[config.mk]
export PLATFORM = sky130hd
export DESIGN_NAME = vc_wrr_sched_flat
export DESIGN_NICKNAME = d
export VERILOG_FILES = /design/src/rtl/vc_wrr_sched_if.sv /design/src/rtl/vc_wrr_sched.sv /design/src/flat_wrapper.sv
export SDC_FILE = /design/constraint.sdc
export NUM_CORES = 1
export LEC_CHECK = 0
export CAP_MARGIN = 20
export CORE_MARGIN = 2
export CORE_UTILIZATION = 53
export DETAILED_ROUTE_END_ITERATION = 8
export GPL_ROUTABILITY_DRIVEN = 1
export PLACE_DENSITY = 0.8
export SKIP_LAST_GASP = 1
export SLEW_MARGIN = 20
export SYNTH_ARGS = -nofsm -noshare
export SYNTH_HDL_FRONTEND = slang
export SYNTH_SLANG_ARGS = --single-unit
export TNS_END_PERCENT = 50
[constraint.sdc]
create_clock -name clk -period 4.2 [get_ports clk]
set_input_delay 0.42 -clock clk [delete_from_list [all_inputs] [get_ports clk]]
set_output_delay 0.42 -clock clk [all_outputs]
set_load 0.02 [all_outputs]
[src/rtl/vc_wrr_sched_if.sv]
// vc_wrr_sched_if: request, weight-edit and grant bundle for vc_wrr_sched.
// The clr_stats/served_cnt pair exists only when WRR_STATS_EN is defined.
interface vc_wrr_sched_if #(
    parameter int WEIGHT_W = 3
);
    logic [3:0] req;
    logic edit_weight;
    logic [1:0] vc_assign;
    logic [WEIGHT_W-1:0] weight_assign;
    logic grant_valid;
    logic [1:0] grant_id;
    logic [WEIGHT_W-1:0] quantum_left;
    logic [WEIGHT_W-1:0] weight_out;
`ifdef WRR_STATS_EN
    logic clr_stats;
    logic [31:0] served_cnt;
    modport master (
        output req, edit_weight, vc_assign, weight_assign, clr_stats,
        input grant_valid, grant_id, quantum_left, weight_out, served_cnt
    );
    modport slave (
        input req, edit_weight, vc_assign, weight_assign, clr_stats,
        output grant_valid, grant_id, quantum_left, weight_out, served_cnt
    );
`else
    modport master (
        output req, edit_weight, vc_assign, weight_assign,
        input grant_valid, grant_id, quantum_left, weight_out
    );
    modport slave (
        input req, edit_weight, vc_assign, weight_assign,
        output grant_valid, grant_id, quantum_left, weight_out
    );
`endif
endinterface

[src/rtl/vc_wrr_sched.sv]
// vc_wrr_sched: 4-VC weighted round-robin scheduler owning the per-VC weight table.
// Define WRR_STATS_EN to add clr_stats and the per-VC saturating served_cnt counters.
module vc_wrr_sched #(
    parameter int NUM_VC = 4,
    parameter int WEIGHT_W = 3,
    parameter int DEFAULT_WEIGHT = 1
) (
    input logic clk,
    input logic reset,
    vc_wrr_sched_if.slave bus
);
    typedef enum logic {IDLE, SERVE} state_t;
    state_t state;
    logic [WEIGHT_W-1:0] weight [NUM_VC];
    logic [NUM_VC-1:0] elig;
    logic [1:0] ptr, base, win;
    logic ending, load, found;

    always_comb begin
        elig = '0;
        for (int i = 0; i < NUM_VC; i++) elig[i] = bus.req[i] && weight[i] != '0;
    end

    assign ending = state == SERVE && (bus.quantum_left == '0 || !bus.req[bus.grant_id]);
    assign load = state == IDLE || ending;
    assign base = ending ? bus.grant_id + 2'd1 : ptr;

    // Scan from the far end so the eligible VC nearest to base is the last hit.
    always_comb begin
        found = 1'b0;
        win = base;
        for (int k = NUM_VC - 1; k >= 0; k--) begin
            if (elig[base + 2'(k)]) begin
                found = 1'b1;
                win = base + 2'(k);
            end
        end
    end

    always_ff @(posedge clk or negedge reset) begin
        if (!reset) begin
            state <= IDLE;
            ptr <= '0;
            bus.grant_valid <= 1'b0;
            bus.grant_id <= '0;
            bus.quantum_left <= '0;
            bus.weight_out <= '0;
            for (int i = 0; i < NUM_VC; i++) weight[i] <= WEIGHT_W'(DEFAULT_WEIGHT);
        end else begin
            if (bus.edit_weight) weight[bus.vc_assign] <= bus.weight_assign;
            if (ending) ptr <= bus.grant_id + 2'd1;
            if (load && found) begin
                state <= SERVE;
                bus.grant_valid <= 1'b1;
                bus.grant_id <= win;
                bus.weight_out <= weight[win];
                bus.quantum_left <= weight[win] - 1'b1;
            end else if (load) begin
                state <= IDLE;
                bus.grant_valid <= 1'b0;
                bus.quantum_left <= '0;
            end else begin
                bus.quantum_left <= bus.quantum_left - 1'b1;
            end
        end
    end

`ifdef WRR_STATS_EN
    logic [7:0] cnt [NUM_VC];

    always_ff @(posedge clk or negedge reset) begin
        if (!reset) begin
            for (int i = 0; i < NUM_VC; i++) cnt[i] <= '0;
        end else if (bus.clr_stats) begin
            for (int i = 0; i < NUM_VC; i++) cnt[i] <= '0;
        end else if (bus.grant_valid && cnt[bus.grant_id] != 8'hff) begin
            cnt[bus.grant_id] <= cnt[bus.grant_id] + 8'd1;
        end
    end

    assign bus.served_cnt = {cnt[3], cnt[2], cnt[1], cnt[0]};
`endif
endmodule

[src/flat_wrapper.sv]
// flat-port wrapper written by rule: the top's interface ports become plain ports
module vc_wrr_sched_flat 
#(
    parameter int NUM_VC = 4,
    parameter int WEIGHT_W = 3,
    parameter int DEFAULT_WEIGHT = 1
)
  (clk, reset, bus_req, bus_edit_weight, bus_vc_assign, bus_weight_assign, bus_grant_valid, bus_grant_id, bus_quantum_left, bus_weight_out);
  vc_wrr_sched_if #(.WEIGHT_W(WEIGHT_W)) bus_i ();
  input logic clk;
  input logic reset;
  input wire logic [$bits(bus_i.req)-1:0] bus_req;
  input wire logic [$bits(bus_i.edit_weight)-1:0] bus_edit_weight;
  input wire logic [$bits(bus_i.vc_assign)-1:0] bus_vc_assign;
  input wire logic [$bits(bus_i.weight_assign)-1:0] bus_weight_assign;
  output wire logic [$bits(bus_i.grant_valid)-1:0] bus_grant_valid;
  output wire logic [$bits(bus_i.grant_id)-1:0] bus_grant_id;
  output wire logic [$bits(bus_i.quantum_left)-1:0] bus_quantum_left;
  output wire logic [$bits(bus_i.weight_out)-1:0] bus_weight_out;
  assign bus_i.req = bus_req;
  assign bus_i.edit_weight = bus_edit_weight;
  assign bus_i.vc_assign = bus_vc_assign;
  assign bus_i.weight_assign = bus_weight_assign;
  assign bus_grant_valid = bus_i.grant_valid;
  assign bus_grant_id = bus_i.grant_id;
  assign bus_quantum_left = bus_i.quantum_left;
  assign bus_weight_out = bus_i.weight_out;
  vc_wrr_sched #(.NUM_VC(NUM_VC), .WEIGHT_W(WEIGHT_W), .DEFAULT_WEIGHT(DEFAULT_WEIGHT)) u_core (.clk(clk), .reset(reset), .bus(bus_i));
endmodule
==> summary.txt <==
Status
  – Status: complete, no violations

Yosys
  – Post-synth top area cell: dfrtp_1
  – Area contributors post-synth: dfrtp_1 (35%), mux2_2 (13%), dfstp_2 (7.8%)
  – Post-synth EDFFs: 0
  – Yosys top cell area share: 35.4%
  – Unique masters post-synth: 39
  – Synth cell count leaders: dfrtp_1 (19), mux2_2 (16), nand2_1 (13), mux2i_1 (8), inv_1 (7)
  – Mean Syn Cell Area: 11.2 sq um
  – Top-count cell post-synth: dfrtp_1
  – Register area share after synthesis: 43.2%
  – Number of synthesized register bits: 23
  – Ys Warns: 0
  – Commonest register cell after synthesis: dfrtp_1
  – Syn Std Cell Area: 1340 sq um
  – Synthesized net count: 135
  – Async SR Flop Fraction: 100%
  – Post-Synthesis Cells: 120

Power
  – Max rail drop VDD: 0.486 mV
  – Pwr dens: 747 nW/um^2
  – Static Leak: 0.657 nW
  – Pwr Total: 1.18 mW

Placed design
  – Placement Setup Slack: 0.559 ns
  – IO buf count: 20
  – Post-detail-place hpwl: 2.17 mm
  – Placed insts: 168
  – Placer Congestion: 0.910

Drt
  – Vias/cell: 5.80
  – Final ANT Viol Nets: 0
  – Routed WL: 2.76 mm
  – Initial drt markers: 14
  – Via count: 998
  – Average wire per standard cell: 16.1 microns
  – DRC Markers: 0
  – Pre-antenna DRT Iters: 4

Floorplan
  – Die height: 54.4 microns
  – # rows: 18
  – I/O pin total: 21
  – Initial core utilization: 55.2%
  – Core Region: 2430 sq um
  – Die W: 54.4 microns
  – Die area: 2950 sq um

CTS
  – Setup bufs post-CTS: 0
  – H-tree levels: 1
  – CTS tree: done
  – Clk Latency, worst-skew pair: 0.30 ns
  – Clock Path Buffers: 2
  – Clk pin slew, worst setup/hold paths: 0.13 ns
  – Clock Sinks: 23
  – Post-CTS sizing: 0
  – CTS Root Cell: clkbuf_4
  – CTS Buf Count: 3
  – Cts hold-fix bufs: 0

Worst setup path
  – CP Class: flop to flop
  – R2R depth: 15
  – R2R Path End: u_core.bus.quantum_left[2]$_DFF_PN0_
  – CP max FO: 7
  – CP top delay family: compound AO/OA/AOI/OAI gates
  – R2R Path Start: u_core.bus.quantum_left[0]$_DFF_PN0_
  – Slowest cell on the critical path: dfrtp_1
  – CP Data Arrival Time: 3.91 ns
  – Worst setup SP type: flop
  – Most used cell along the critical path: ha_1
  – CP Cell Sequence: inv_1, ha_1, ha_1, nand2b_1, a311o_1, a211oi_4, a21boi_1, a211o_1, mux2i_1, mux2_2, ha_1, nor2_1, nand2_1, mux2_1, o211ai_1
  – WP buf/inv: 1
  – Crit end category: flop
  – Critical Path RT: 4.42 ns
  – Reg2reg setup slack: 0.51 ns
  – Critical Path Max Stage Delay: 0.41 ns

STA
  – Slew Limit Fails: 0
  – Setup violators final: 0
  – Period minus WS final: 3.69 ns
  – Fmax: 0.271 GHz
  – Slew HR: 51.4%
  – Final worst slack: 0.512 ns
  – Fin Setup TNS: 0 ns
  – Hold Fails Final Rpt: 0
  – Period Utilization, post-route: 87.8%
  – RSZ-0062 raised after global routing: false
  – Worst Tran Pin Value: 0.722 ns
  – Layout Skew: 0.00603 ns

Global routing
  – Global-route wire length before repair: 4.59 mm
  – Overflow after GRT: 0
  – Initial antenna violation count: 0
  – Largest net degree at the start of global routing: 24
  – Vias in the first global route: 991
  – GRT Total Usage: 21.6%

Layout
  – Area delta synth->final: 18.0%
  – Nets: 158
  – Finished Core Util: 65.2%
  – Post-Layout Cell Count: 172
  – Layout cells sized above 1: 21.8%
  – ANT cells: 0
  – Number of fill cells: 197

Worst hold path
  – Hold/Removal Path Class: primary input to async pin

Run
  – Max-cap violations: 0
==> logic make-up (layout without fill, tap and decap cells) <==
logic type,after synthesis,count (layout),share of synthesized area [%]
AOI/OAI and AO/OA,27,27,16.9
and+or+nand+nor,31,31,12.0
muxes,26,26,21.2
buffers and inverters,10,32,3.91
adders and majority gates,3,3,2.79
DFF,23,23,43.2
==> per-layer routing <==
layer  GRT usage [%]  wire, microns
met5               0              0
met4            5.83              0
met3            1.64             72
met2            39.2           1460
met1            27.8           1240
==> report_power, final <==
part | leakage [nW] | total [mW] | internal, mW | switching (mW)
logic | 0.374 | 0.709 | 0.337 | 0.372
clock network | 0.0177 | 0.100 | 0.0355 | 0.0647
registers | 0.265 | 0.375 | 0.303 | 0.0719
total | 0.657 | 1.18 | 0.676 | 0.508
==> flip-flops by register name, indices dropped and copies added (netlist names) <==
signal,flops
u_core.ptr,2
u_core.weight,12
u_core.bus.quantum_left,3
u_core.bus.grant_valid,1
u_core.bus.weight_out,3
u_core.bus.grant_id,2
==> stage by stage <==
step	hold slack [ns]	area [sq um]
3_3_place_gp	0.472	1560
3_5_place_dp	0.480	1560
5_1_grt	0.0957	1590
6_report	0.0654	1590
4_1_cts	0.508	1590
2_1_floorplan	0.124	1340
==> placed cells by master, fill, tap and decap left out, types with 2 or more instances in the layout <==
| master | synthesis | layout |
|---|---|---|
| o31ai_1 | 3 | 3 |
| mux2i_1 | 8 | 8 |
| ha_1 | 3 | 3 |
| o31a_1 | 2 | 2 |
| nand3b_1 | 3 | 3 |
| clkdlybuf4s50_1 | 0 | 19 |
| nor2_1 | 3 | 3 |
| o211ai_1 | 2 | 2 |
| nand2b_1 | 2 | 2 |
| dfstp_2 | 4 | 4 |
| nor3b_1 | 2 | 2 |
| o22ai_1 | 3 | 3 |
| nand3_1 | 3 | 3 |
| clkbuf_4 | 0 | 3 |
| o21ai_0 | 2 | 2 |
| dfrtp_1 | 19 | 19 |
| nand2_1 | 13 | 13 |
| inv_1 | 7 | 7 |
| mux2_2 | 16 | 16 |
| o21ai_1 | 3 | 3 |
==> final cells by class <==
cell class / count / area [sq um] / area share, %
tap: 30 / 37.5 / 2.37
timing repair buffer: 21 / 203 / 12.8
clock inverter: 1 / 5.00 / 0.316
inverter: 7 / 26.3 / 1.66
multi-input combinational: 87 / 711 / 44.8
sequential: 23 / 581 / 36.6
clock buffer: 3 / 22.5 / 1.42
==> how the worst max path moves through the flow <==
stage / from / endpoint / slack (ns) / cells after the start
after floorplan: u_core.bus.quantum_left[0]$_DFF_PN0_ / u_core.bus.quantum_left[2]$_DFF_PN0_ / 0.72 / 16
after global placement: u_core.bus.quantum_left[0]$_DFF_PN0_ / u_core.bus.quantum_left[2]$_DFF_PN0_ / 0.64 / 15
after detailed placement: u_core.bus.quantum_left[0]$_DFF_PN0_ / u_core.bus.quantum_left[2]$_DFF_PN0_ / 0.56 / 15
after CTS: u_core.bus.quantum_left[0]$_DFF_PN0_ / u_core.bus.quantum_left[2]$_DFF_PN0_ / 0.53 / 15
after global routing: u_core.bus.quantum_left[0]$_DFF_PN0_ / u_core.bus.quantum_left[2]$_DFF_PN0_ / 0.21 / 15
final: u_core.bus.quantum_left[0]$_DFF_PN0_ / u_core.bus.quantum_left[2]$_DFF_PN0_ / 0.51 / 15
Power figures use the tool's default switching activity.
